<file path="src/rtl/pad_port_pkg.sv">
// Shared constants for the pad port responder: default I/O port addresses,
// AY register indices and the per-register read mask used for the shadow file.
package pad_port_pkg;

    localparam logic [7:0] DEF_ADDR_PORT = 8'hF7;
    localparam logic [7:0] DEF_DATA_PORT = 8'hF6;

    localparam logic [3:0] REG_MIXER = 4'd7;
    localparam logic [3:0] REG_PORTA = 4'd14;
    localparam logic [3:0] REG_PORTB = 4'd15;

    localparam int NUM_SHADOW_REGS = 14;

    // Per-register read mask; masked-off positions always read back as zero.
    localparam logic [7:0] READ_MASK [0:15] = '{
        8'hFF, 8'h0F, 8'hFF, 8'h0F,
        8'hFF, 8'h0F, 8'h1F, 8'hFF,
        8'h1F, 8'h1F, 8'h1F, 8'hFF,
        8'hFF, 8'h0F, 8'hFF, 8'hFF
    };

endpackage

</file>
<file path="src/rtl/pad_port_responder_if.sv">
// CPU-side I/O bus seen by the pad port responder.
// master = Z80 I/O decode side, slave = responder.
interface pad_port_responder_if;

    logic       io_wr;
    logic       io_rd;
    logic [7:0] io_addr;
    logic [7:0] io_din;
    logic [7:0] io_dout;
    logic       io_dout_valid;

    modport master (
        output io_wr, io_rd, io_addr, io_din,
        input  io_dout, io_dout_valid
    );

    modport slave (
        input  io_wr, io_rd, io_addr, io_din,
        output io_dout, io_dout_valid
    );

endinterface

</file>
<file path="src/rtl/pad_port_responder_sync.sv">
// pad_sync8: 8-bit two-flop synchronizer for the asynchronous controller
// inputs. Both stages reset to 0xFF so an idle (all released) pad is seen.
module pad_sync8 (
    input  logic       clk,
    input  logic       reset,
    input  logic [7:0] i_d,
    output logic [7:0] o_q
);

    logic [7:0] r_meta;
    logic [7:0] r_sync;

    // Two back-to-back flops give the first stage a cycle to settle.
    always_ff @(posedge clk or posedge reset) begin
        if (reset) begin
            r_meta <= 8'hFF;
            r_sync <= 8'hFF;
        end else begin
            r_meta <= i_d;
            r_sync <= r_meta;
        end
    end

    assign o_q = r_sync;

endmodule

</file>
<file path="src/rtl/pad_port_responder.sv">
// pad_port_responder: AY-3-8910 style I/O window used to read the two hand
// controllers. Port ADDR_PORT latches the register select, DATA_PORT reads or
// writes the selected register. Registers 0-13 are a masked shadow file,
// 14/15 return either the output latch or the live pad code depending on the
// direction bits in the mixer register.
// Optional: define PAD_PORT_SYNC_EN to pass the pad inputs through a two-flop
// synchronizer before they are sampled.
module pad_port_responder
    import pad_port_pkg::*;
#(
    parameter logic [7:0] ADDR_PORT = DEF_ADDR_PORT,
    parameter logic [7:0] DATA_PORT = DEF_DATA_PORT
) (
    input  logic                 clk,
    input  logic                 reset,
    pad_port_responder_if.slave  bus,
    input  logic [7:0]           pad0_in,
    input  logic [7:0]           pad1_in
);

    logic [3:0] r_sel;
    logic [7:0] r_regFile [0:NUM_SHADOW_REGS-1];
    logic [7:0] r_latchA;
    logic [7:0] r_latchB;
    logic [7:0] r_dout;
    logic       r_doutValid;

    logic       w_selWrite;
    logic       w_dataWrite;
    logic       w_dataRead;
    logic [7:0] w_pad0;
    logic [7:0] w_pad1;
    logic [7:0] w_readData;

`ifdef PAD_PORT_SYNC_EN
    pad_sync8 u_sync0 (
        .clk   (clk),
        .reset (reset),
        .i_d   (pad0_in),
        .o_q   (w_pad0)
    );

    pad_sync8 u_sync1 (
        .clk   (clk),
        .reset (reset),
        .i_d   (pad1_in),
        .o_q   (w_pad1)
    );
`else
    assign w_pad0 = pad0_in;
    assign w_pad1 = pad1_in;
`endif

    assign w_selWrite  = bus.io_wr && (bus.io_addr == ADDR_PORT);
    assign w_dataWrite = bus.io_wr && (bus.io_addr == DATA_PORT);
    assign w_dataRead  = bus.io_rd && (bus.io_addr == DATA_PORT);

    // Register select latch; only the low nibble addresses a register.
    always_ff @(posedge clk or posedge reset) begin
        if (reset) begin
            r_sel <= 4'd0;
        end else if (w_selWrite) begin
            r_sel <= bus.io_din[3:0];
        end
    end

    // Data writes land in the shadow file or the port latches, pre-masked.
    always_ff @(posedge clk or posedge reset) begin
        if (reset) begin
            for (int i = 0; i < NUM_SHADOW_REGS; i++) begin
                r_regFile[i] <= 8'h00;
            end
            r_latchA <= 8'hFF;
            r_latchB <= 8'hFF;
        end else if (w_dataWrite) begin
            case (r_sel)
                REG_PORTA: r_latchA <= bus.io_din & READ_MASK[REG_PORTA];
                REG_PORTB: r_latchB <= bus.io_din & READ_MASK[REG_PORTB];
                default:   r_regFile[r_sel] <= bus.io_din & READ_MASK[r_sel];
            endcase
        end
    end

    // Read mux on the current select; port registers follow the mixer direction bits.
    always_comb begin
        w_readData = 8'h00;
        case (r_sel)
            REG_PORTA: w_readData = r_regFile[REG_MIXER][6] ? r_latchA : w_pad0;
            REG_PORTB: w_readData = r_regFile[REG_MIXER][7] ? r_latchB : w_pad1;
            default:   w_readData = r_regFile[r_sel];
        endcase
    end

    // Registered read port: data and a one-cycle valid pulse one edge after the strobe.
    always_ff @(posedge clk or posedge reset) begin
        if (reset) begin
            r_dout      <= 8'hFF;
            r_doutValid <= 1'b0;
        end else begin
            r_doutValid <= w_dataRead;
            if (w_dataRead) begin
                r_dout <= w_readData;
            end
        end
    end

    assign bus.io_dout       = r_dout;
    assign bus.io_dout_valid = r_doutValid;

endmodule

</file>
<file path="src/flat_wrapper.sv">
// flat-port wrapper written by rule: the top's interface ports become plain ports
module pad_port_responder_flat import pad_port_pkg::*;
#(
    parameter logic [7:0] ADDR_PORT = DEF_ADDR_PORT,
    parameter logic [7:0] DATA_PORT = DEF_DATA_PORT
)
  (clk, reset, pad0_in, pad1_in, bus_io_wr, bus_io_rd, bus_io_addr, bus_io_din, bus_io_dout, bus_io_dout_valid);
  pad_port_responder_if bus_i ();
  input  logic clk;
  input  logic reset;
  input  logic [7:0] pad0_in;
  input  logic [7:0] pad1_in;
  input wire logic [$bits(bus_i.io_wr)-1:0] bus_io_wr;
  input wire logic [$bits(bus_i.io_rd)-1:0] bus_io_rd;
  input wire logic [$bits(bus_i.io_addr)-1:0] bus_io_addr;
  input wire logic [$bits(bus_i.io_din)-1:0] bus_io_din;
  output wire logic [$bits(bus_i.io_dout)-1:0] bus_io_dout;
  output wire logic [$bits(bus_i.io_dout_valid)-1:0] bus_io_dout_valid;
  assign bus_i.io_wr = bus_io_wr;
  assign bus_i.io_rd = bus_io_rd;
  assign bus_i.io_addr = bus_io_addr;
  assign bus_i.io_din = bus_io_din;
  assign bus_io_dout = bus_i.io_dout;
  assign bus_io_dout_valid = bus_i.io_dout_valid;
  pad_port_responder #(.ADDR_PORT(ADDR_PORT), .DATA_PORT(DATA_PORT)) u_core (.clk(clk), .reset(reset), .bus(bus_i), .pad0_in(pad0_in), .pad1_in(pad1_in));
endmodule
</file>
<file path="config.mk">
export PLATFORM = sky130hd
export DESIGN_NAME = pad_port_responder_flat
export DESIGN_NICKNAME = d
export VERILOG_FILES = /design/src/rtl/pad_port_pkg.sv /design/src/rtl/pad_port_responder_if.sv /design/src/rtl/pad_port_responder_sync.sv /design/src/rtl/pad_port_responder.sv /design/src/flat_wrapper.sv
export SDC_FILE = /design/constraint.sdc
export NUM_CORES = 1
export LEC_CHECK = 0
export ABC_AREA = 0
export BUFFER_PORTS_ARGS = -buffer_cell sky130_fd_sc_hd__buf_4
export CORE_ASPECT_RATIO = 2
export CORE_MARGIN = 4
export CORE_UTILIZATION = 45
export CTS_CLUSTER_SIZE = 10
export DETAILED_ROUTE_END_ITERATION = 7
export GPL_TIMING_DRIVEN = 0
export PLACE_DENSITY = 0.65
export SYNTH_ARGS = -nofsm -noshare
export SYNTH_HDL_FRONTEND = slang
export SYNTH_SLANG_ARGS = --single-unit
</file>
<file path="constraint.sdc">
create_clock -name clk -period 4.9 [get_ports clk]
set_input_delay 0.49 -clock clk [delete_from_list [all_inputs] [get_ports clk]]
set_output_delay 0.49 -clock clk [all_outputs]
set_load 0.1 [all_outputs]
</file>
==> results of run 1 <==
[power by group through the flow]
stage                     clock (uW)  combinational [uW]  sequential (uW)
final                           1360                 151             1170
after global routing            1440                 164             1170
after CTS                       1390                 153             1170
after detailed placement           0                 152             1190
after global placement             0                 145             1190
after floorplan                    0                85.4             1200
[metrics by stage]
step | hold WS (ns) | util (%)
after detailed placement | 0.490 | 49.7
after floorplan | 0.459 | -
after global routing | 0.144 | 54.0
after CTS | 0.132 | 54.0
after global placement | 0.474 | 49.5
final | 0.117 | 54.0
[area by class of cell]
class	instances	area (um^2)	share of cell area (%)
sequential	141	3560	44.5
inverter	5	23.8	0.297
multi-input combinational	324	3050	38.2
clock inverter	12	184	2.30
buffer	31	133	1.66
tap	195	244	3.05
clock buffer	20	447	5.58
timing repair buffer	45	358	4.47
[layer usage]
layer | part of all wire (%) | vias to the layer above
met4 | 4.5 | 0
met2 | 57 | 116
met3 | 2.9 | 44
met1 | 36 | 2262
met5 | 0 | -
li1 | - | 1977
[cells by family (layout without fill, tap and decap cells)]
| logic type | count (synthesis) | after routing | synth area share [%] |
|---|---|---|---|
| adders and majority gates | 5 | 5 | 0.925 |
| buffers and inverters | 36 | 113 | 2.24 |
| and+or+nand+nor | 70 | 70 | 6.55 |
| AOI/OAI and AO/OA | 39 | 39 | 3.59 |
| muxes | 210 | 210 | 34.1 |
| DFF | 141 | 141 | 52.6 |
[worst register-to-register path, cell delays in order, from the launching register on]
cell	delay [ns]
dfrtp_1	0.39
clkbuf_1	0.18
buf_2	0.29
buf_2	0.38
inv_1	0.16
ha_1	0.31
inv_1	0.04
o221a_2	0.31
and2_1	0.24
clkbuf_1	0.26
mux2_2	0.33
[flip-flops by register name, indices dropped and copies added, names as in the netlist]
register / cells
u_core.r_latchA: 8
u_core.r_latchB: 8
u_core.bus.io_dout_valid: 1
u_core.r_regFile: 112
u_core.bus.io_dout: 8
u_core.r_sel: 4
[worst min path at each step]
stage	startpoint	end	slack [ns]
after detailed placement	u_core.r_regFile[95]$_DFFE_PP0P_	u_core.r_regFile[95]$_DFFE_PP0P_	0.49
after global routing	reset	u_core.r_regFile[76]$_DFFE_PP0P_	0.14
after floorplan	u_core.r_regFile[89]$_DFFE_PP0P_	u_core.r_regFile[89]$_DFFE_PP0P_	0.46
final	reset	u_core.r_regFile[60]$_DFFE_PP0P_	0.12
after global placement	u_core.r_regFile[90]$_DFFE_PP0P_	u_core.r_regFile[90]$_DFFE_PP0P_	0.47
after CTS	reset	u_core.r_regFile[76]$_DFFE_PP0P_	0.13
[placed cells by master, fill, tap and decap left out, drive strengths merged, types with 4 or more instances in the layout]
cell type and instances:
o21ai 8, buf 55, inv 8, mux2i 74, bufinv 4, nor4b 4
nand2 10, nand3b 5, mux2 133, o22ai 29, clkbuf 41, nor4 6
nor2 18, ha 5, dfrtp 117, nand4 4, dfstp 24, nand2b 4
==> results.md, run 1 <==
* Area post-placement at 7370 um^2
* Post-Route Skew at 0.0113 ns
* Fill count at 1285
* Worst setup path end: u_core.r_regFile[103]$_DFFE_PP0P_
* IO Port Bufs at 44
* Ranking of synthesized cells by area: dfrtp_1 (43%), mux2_2 (22%), mux2i_1 (11%)
* Achievable Freq at 0.333 GHz
* Top cell type by total area after synthesis: dfrtp_1
* Post-Syn Area at 6760 um^2
* Depth of the CTS H-tree at 4
* # DRC at 0
* Critical path depth at 10
* Antenna Nets Post-Route at 0
* TritonCTS Buffers at 17
* PwrDens at 336 nW/um^2
* Share of power burned in registers at 43.7%
* Wire per inst at 21.9 um
* Crit-path cells: clkbuf_1 > buf_2 > buf_2 > inv_1 > ha_1 > inv_1 > o221a_2 > and2_1 > clkbuf_1 > mux2_2
* Final worst setup slack at 1.89 ns
* Pwr Total at 2690 uW
* RSZ-0062 raised after global routing: no
* Mean post-synth cell area at 13.5 um^2
* Crit. End Element: register
* Insertion delay to the later sink of the worst-skew pair at 0.41 ns
* Net Switching at 591 uW
* CP startpoint: u_core.r_sel[1]$_DFFE_PP0P_
* Cts repair resizes at 0
* Die X at 94.7 um
* Final wirelength at 16.9 mm
* CP delay by family, top: buffers and inverters
* Antenna diodes at 0
* Hold crit path type: input pin to async pin
* Hold Vio Cnt, Final at 0
* Starting density of the core at 45.6%
* Clock sink total at 141
* Dominant synthesized flop cell: dfrtp_1
* Peak supply drop at 189 uV
* Largest net degree at the start of global routing at 88
* Grt met3 use at 3.61%
* Slew Limit Fails at 0
* Initial antenna violation count at 0
* CP max stage delay at 0.39 ns
* Top cell type's share of synthesized area at 43.3%
* Top cells by count, synth: mux2_2 (131), dfrtp_1 (117), mux2i_1 (74)
* Total grt overflow at 0
* Unique cell type count in the Yosys netlist at 40
* CP max stage cell: dfrtp_1
* Non-Filler Instances at 773
* Gpl congestion at 0.850
* Most frequent cell after synthesis: mux2_2
* Reg2reg end: u_core.r_regFile[103]$_DFFE_PP0P_
* Hpwl dp at 12.4 mm
* Post-synthesis net count at 542
* Most used routing layer: met2
* Worst slew margin at 24.7%
* DRT iter0 DRCs at 255
* CTS tree: done
* Synth warn at 0
* Worst Tran Pin Value at 1.13 ns
* Post-CTS Setup Bufs at 0
* I/O pin total at 45
* Status: finished clean
* Final Net Count at 606
* Post-Place Cells at 741
* Arrival time worst endpoint at 3.30 ns
* Leak Pwr at 0.00363 uW
* First-pass GRT wire length at 26.2 mm
* Minimum clock period at 3.01 ns
* R2R Path Start: u_core.r_sel[1]$_DFFE_PP0P_
* Clock power frac at 50.7%
* Post-CTS Hold Buffers at 0
* Max Cap Viol at 0
* CTS root buf: clkbuf_16
* WS Path Type: register to register
* Final setup violation count at 0
* Die Area at 17200 um^2
* Worst slack, placed at 1.94 ns
* Area grow syn2layout at 18.3%
* R2r worst-path depth at 10
* GR Util met2 at 38.3%
* Core outline area at 14800 um^2
* Clock-pin slew on the worst setup and hold paths at 0.06 ns
* Gate power share at 5.6%
* Met1 global-route usage at 21.6%
* Flops & latches, synth at 141
* R2R Setup Slk at 1.89 ns
* Clock Path Buffers at 2
* Finished Cell Area at 8000 um^2
* Tcrit/Tclk final at 61.4%
* EDFF count, synth at 0
* Via density at 5.69
* Worst Path Required at 5.19 ns
* Die height at 181 um
* Sequential share of the synthesized area at 52.6%
* Syn Inst Count at 501
* Post-synth ARST share at 100%
* Site Rows at 63
* Total Routing Usage GR at 20.7%
* Crit Path Max Fanout at 10
* Drt pass-1 iters at 4
* Vias in the first global route at 4785
* Buf/Inv on CP at 6
* Sw Share at 22.0%
* Internal power at 2100 uW
* Layout cells sized above 1 at 43.6%
* Setup_tns at 0 ns
* Crit start category: register
* Via count at 4399
No activity file was read; power rests on OpenSTA's default activity.
==> run 2, diff against run 1 <==
==> constraint.sdc (replaced) <==
create_clock -name clk -period 2.9 [get_ports clk]
set_input_delay 0.29 -clock clk [delete_from_list [all_inputs] [get_ports clk]]
set_output_delay 0.29 -clock clk [all_outputs]
set_load 0.1 [all_outputs]
==> results.md, run 2 (synthesis gave the netlist of run 1 again) <==
* Antenna Nets Post-Route at 0 (unchanged)
* Via count at 4415 (was 4399)
* CTS tree: done (unchanged)
* Crit start category: register (unchanged)
* RSZ-0062 raised after global routing: no (unchanged)
* Internal power at 3500 uW (was 2100 uW)
* Clock-pin slew on the worst setup and hold paths at 0.06 ns (about the same)
* Gate power share at 6.0% (was 5.6%)
* Die Area at 17200 um^2 (unchanged)
* Gpl congestion at 0.866 (was 0.850)
* Worst min-delay path startpoint: bus_io_din[7]
* Most common cell after layout, fill and taps aside: mux2_2 (unchanged)
* Hold Vio Cnt, Final at 0 (unchanged)
* Clock sink total at 141 (unchanged)
* Arrival time worst endpoint at 3.10 ns (was 3.30 ns)
* Vias in the first global route at 4903 (was 4785)
* TritonCTS Buffers at 17 (unchanged)
* R2R Setup Slk at 0.10 ns (was 1.89 ns)
* Area grow syn2layout at 19.3% (was 18.3%)
* Post-Place Cells at 744 (was 741)
* Crit. End Element: register (unchanged)
* Minimum clock period at 2.80 ns (was 3.01 ns)
* Sw Share at 22.0% (about the same)
* Worst slew margin at 23.2% (was 24.7%)
* Tcrit/Tclk final at 96.5% (was 61.4%)
* Post-CTS Setup Bufs at 0 (unchanged)
* Initial antenna violation count at 0 (unchanged)
* Status: finished clean (unchanged)
* Number of flip-flops in the largest register at 112 (unchanged)
* Most frequent cells in the layout: mux2_2 (131), dfrtp_1 (117), mux2i_1 (74) (unchanged)
* Max Cap Viol at 0 (unchanged)
* Largest net degree at the start of global routing at 43 (was 88)
* Post-Route Skew at 0.00531 ns (was 0.0113 ns)
* Die height at 181 um (unchanged)
* Drt pass-1 iters at 4 (unchanged)
* Total grt overflow at 0 (unchanged)
* Final Net Count at 607 (was 606)
* Die X at 94.7 um (unchanged)
* Peak supply drop at 335 uV (was 189 uV)
* Insertion delay to the later sink of the worst-skew pair at 0.42 ns (was 0.41 ns)
* Layout cells sized above 1 at 45.1% (was 43.6%)
* Worst Tran Pin Value at 1.15 ns (was 1.13 ns)
* Worst Path Required at 3.20 ns (was 5.19 ns)
* Clock power frac at 49.7% (was 50.7%)
* Antenna diodes at 0 (unchanged)
* Hold path cells at 2
* Min-Delay Endpoint: u_core.r_latchB[7]$_DFFE_PP1P_
* Depth of the CTS H-tree at 4 (unchanged)
* Hold crit path type: input pin to register (was input pin to async pin)
* Wire per inst at 22.4 um (was 21.9 um)
* Via density at 5.70 (was 5.69)
* R2R Path Start: u_core.r_sel[1]$_DFFE_PP0P_ (unchanged)
* Total Routing Usage GR at 21.7% (was 20.7%)
* IO Port Bufs at 44 (unchanged)
* Site Rows at 63 (unchanged)
* Area post-placement at 7430 um^2 (was 7370 um^2)
* Leak Pwr at 0.00364 uW (was 0.00363 uW)
* WS Path Type: register to register (unchanged)
* Crit Path Max Fanout at 10 (unchanged)
* Achievable Freq at 0.357 GHz (was 0.333 GHz)
* Slew Limit Fails at 0 (unchanged)
* First-pass GRT wire length at 27.4 mm (was 26.2 mm)
* Finished Cell Area at 8070 um^2 (was 8000 um^2)
* Final setup violation count at 0 (unchanged)
* Starting density of the core at 45.6% (unchanged)
* Clock Path Buffers at 2 (unchanged)
* Non-Filler Instances at 774 (was 773)
* CTS root buf: clkbuf_16 (unchanged)
* R2r worst-path depth at 8 (was 10)
* Reg2reg end: u_core.r_regFile[4]$_DFFE_PP0P_ (was u_core.r_regFile[103]$_DFFE_PP0P_)
* Core outline area at 14800 um^2 (unchanged)
* I/O pin total at 45 (unchanged)
* Net Switching at 984 uW (was 591 uW)
* Share of power burned in registers at 44.3% (was 43.7%)
* # DRC at 0 (unchanged)
* Final wirelength at 17.3 mm (was 16.9 mm)
* PwrDens at 555 nW/um^2 (was 336 nW/um^2)
* Hpwl dp at 12.8 mm (was 12.4 mm)
* Largest Register: u_core.r_regFile (unchanged)
* DRT iter0 DRCs at 195 (was 255)
## run 2: worst max path at each step
stage | start | to | slack (ns) | cells after the start
after floorplan | u_core.r_sel[1]$_DFFE_PP0P_ | u_core.r_regFile[111]$_DFFE_PP0P_ | 0.52 | 10
after global placement | u_core.r_sel[1]$_DFFE_PP0P_ | u_core.r_regFile[43]$_DFFE_PP0P_ | -0.008 | 10
after detailed placement | u_core.r_sel[1]$_DFFE_PP0P_ | u_core.r_regFile[65]$_DFFE_PP0P_ | -0.05 | 8
after CTS | u_core.r_sel[1]$_DFFE_PP0P_ | u_core.r_regFile[37]$_DFFE_PP0P_ | 0.03 | 8
after global routing | u_core.r_sel[0]$_DFFE_PP0P_ | u_core.r_regFile[15]$_DFFE_PP0P_ | 0.008 | 7
final | u_core.r_sel[1]$_DFFE_PP0P_ | u_core.r_regFile[4]$_DFFE_PP0P_ | 0.10 | 8
## run 2: power groups by stage
stage | clock network [uW] | logic [uW] | registers, uW
2_1_floorplan | 0 | 145 | 2020
3_3_place_gp | 0 | 246 | 2020
3_5_place_dp | 0 | 268 | 2020
4_1_cts | 2260 | 270 | 1980
5_1_grt | 2340 | 291 | 1980
6_report | 2230 | 269 | 1980
## run 2: worst max-delay path, stage by stage (launching register included)
cell and delay [ns]:
dfrtp_1 0.40, clkbuf_1 0.14, clkbuf_4 0.22, buf_4 0.23, inv_1 0.15, ha_1 0.21, nand4_1 0.18, or4_1 0.75
mux2_2 0.39
## run 2: final cells by class
| type | instances | area, um^2 |
|---|---|---|
| Clock inverter | 11 | 140 |
| Fill cell | 1297 | 6750 |
| Sequential cell | 141 | 3560 |
| Clock buffer | 21 | 470 |
| Timing Repair Buffer | 49 | 428 |
| Inverter | 5 | 22.5 |
| Multi-Input combinational cell | 324 | 3080 |
| Tap cell | 195 | 244 |
| Buffer | 28 | 126 |
## run 2: repair_timing
action	4_1_cts	5_1_grt
endpoints found under the setup margin	62	53
endpoints found under the hold margin	17	0
pin swaps	0	0
gates resized for setup	3	5
hold buffers	1	0
## run 2: per-layer routing
layer  GRT usage, %  wire length (um)  up-vias
met1           23.0              6170     2279
li1               -                 -     1971
met4           11.2               746        0
met2           39.3              9720      116
met5              0                 0        -
met3           4.52               687       49
## run 2: stage by stage
step                      total power [uW]  hold slack, ns  setup TNS [ns]  util, %  worst slack, ns
after floorplan                       2160           0.442               0        -            0.524
after detailed placement              2290           0.349           -1.09     50.1          -0.0528
final                                 4480           0.126               0     54.4            0.102
after global routing                  4620           0.116               0     54.4          0.00826
after CTS                             4520           0.111               0     54.4           0.0275
after global placement                2260           0.475         -0.0927     49.5         -0.00813
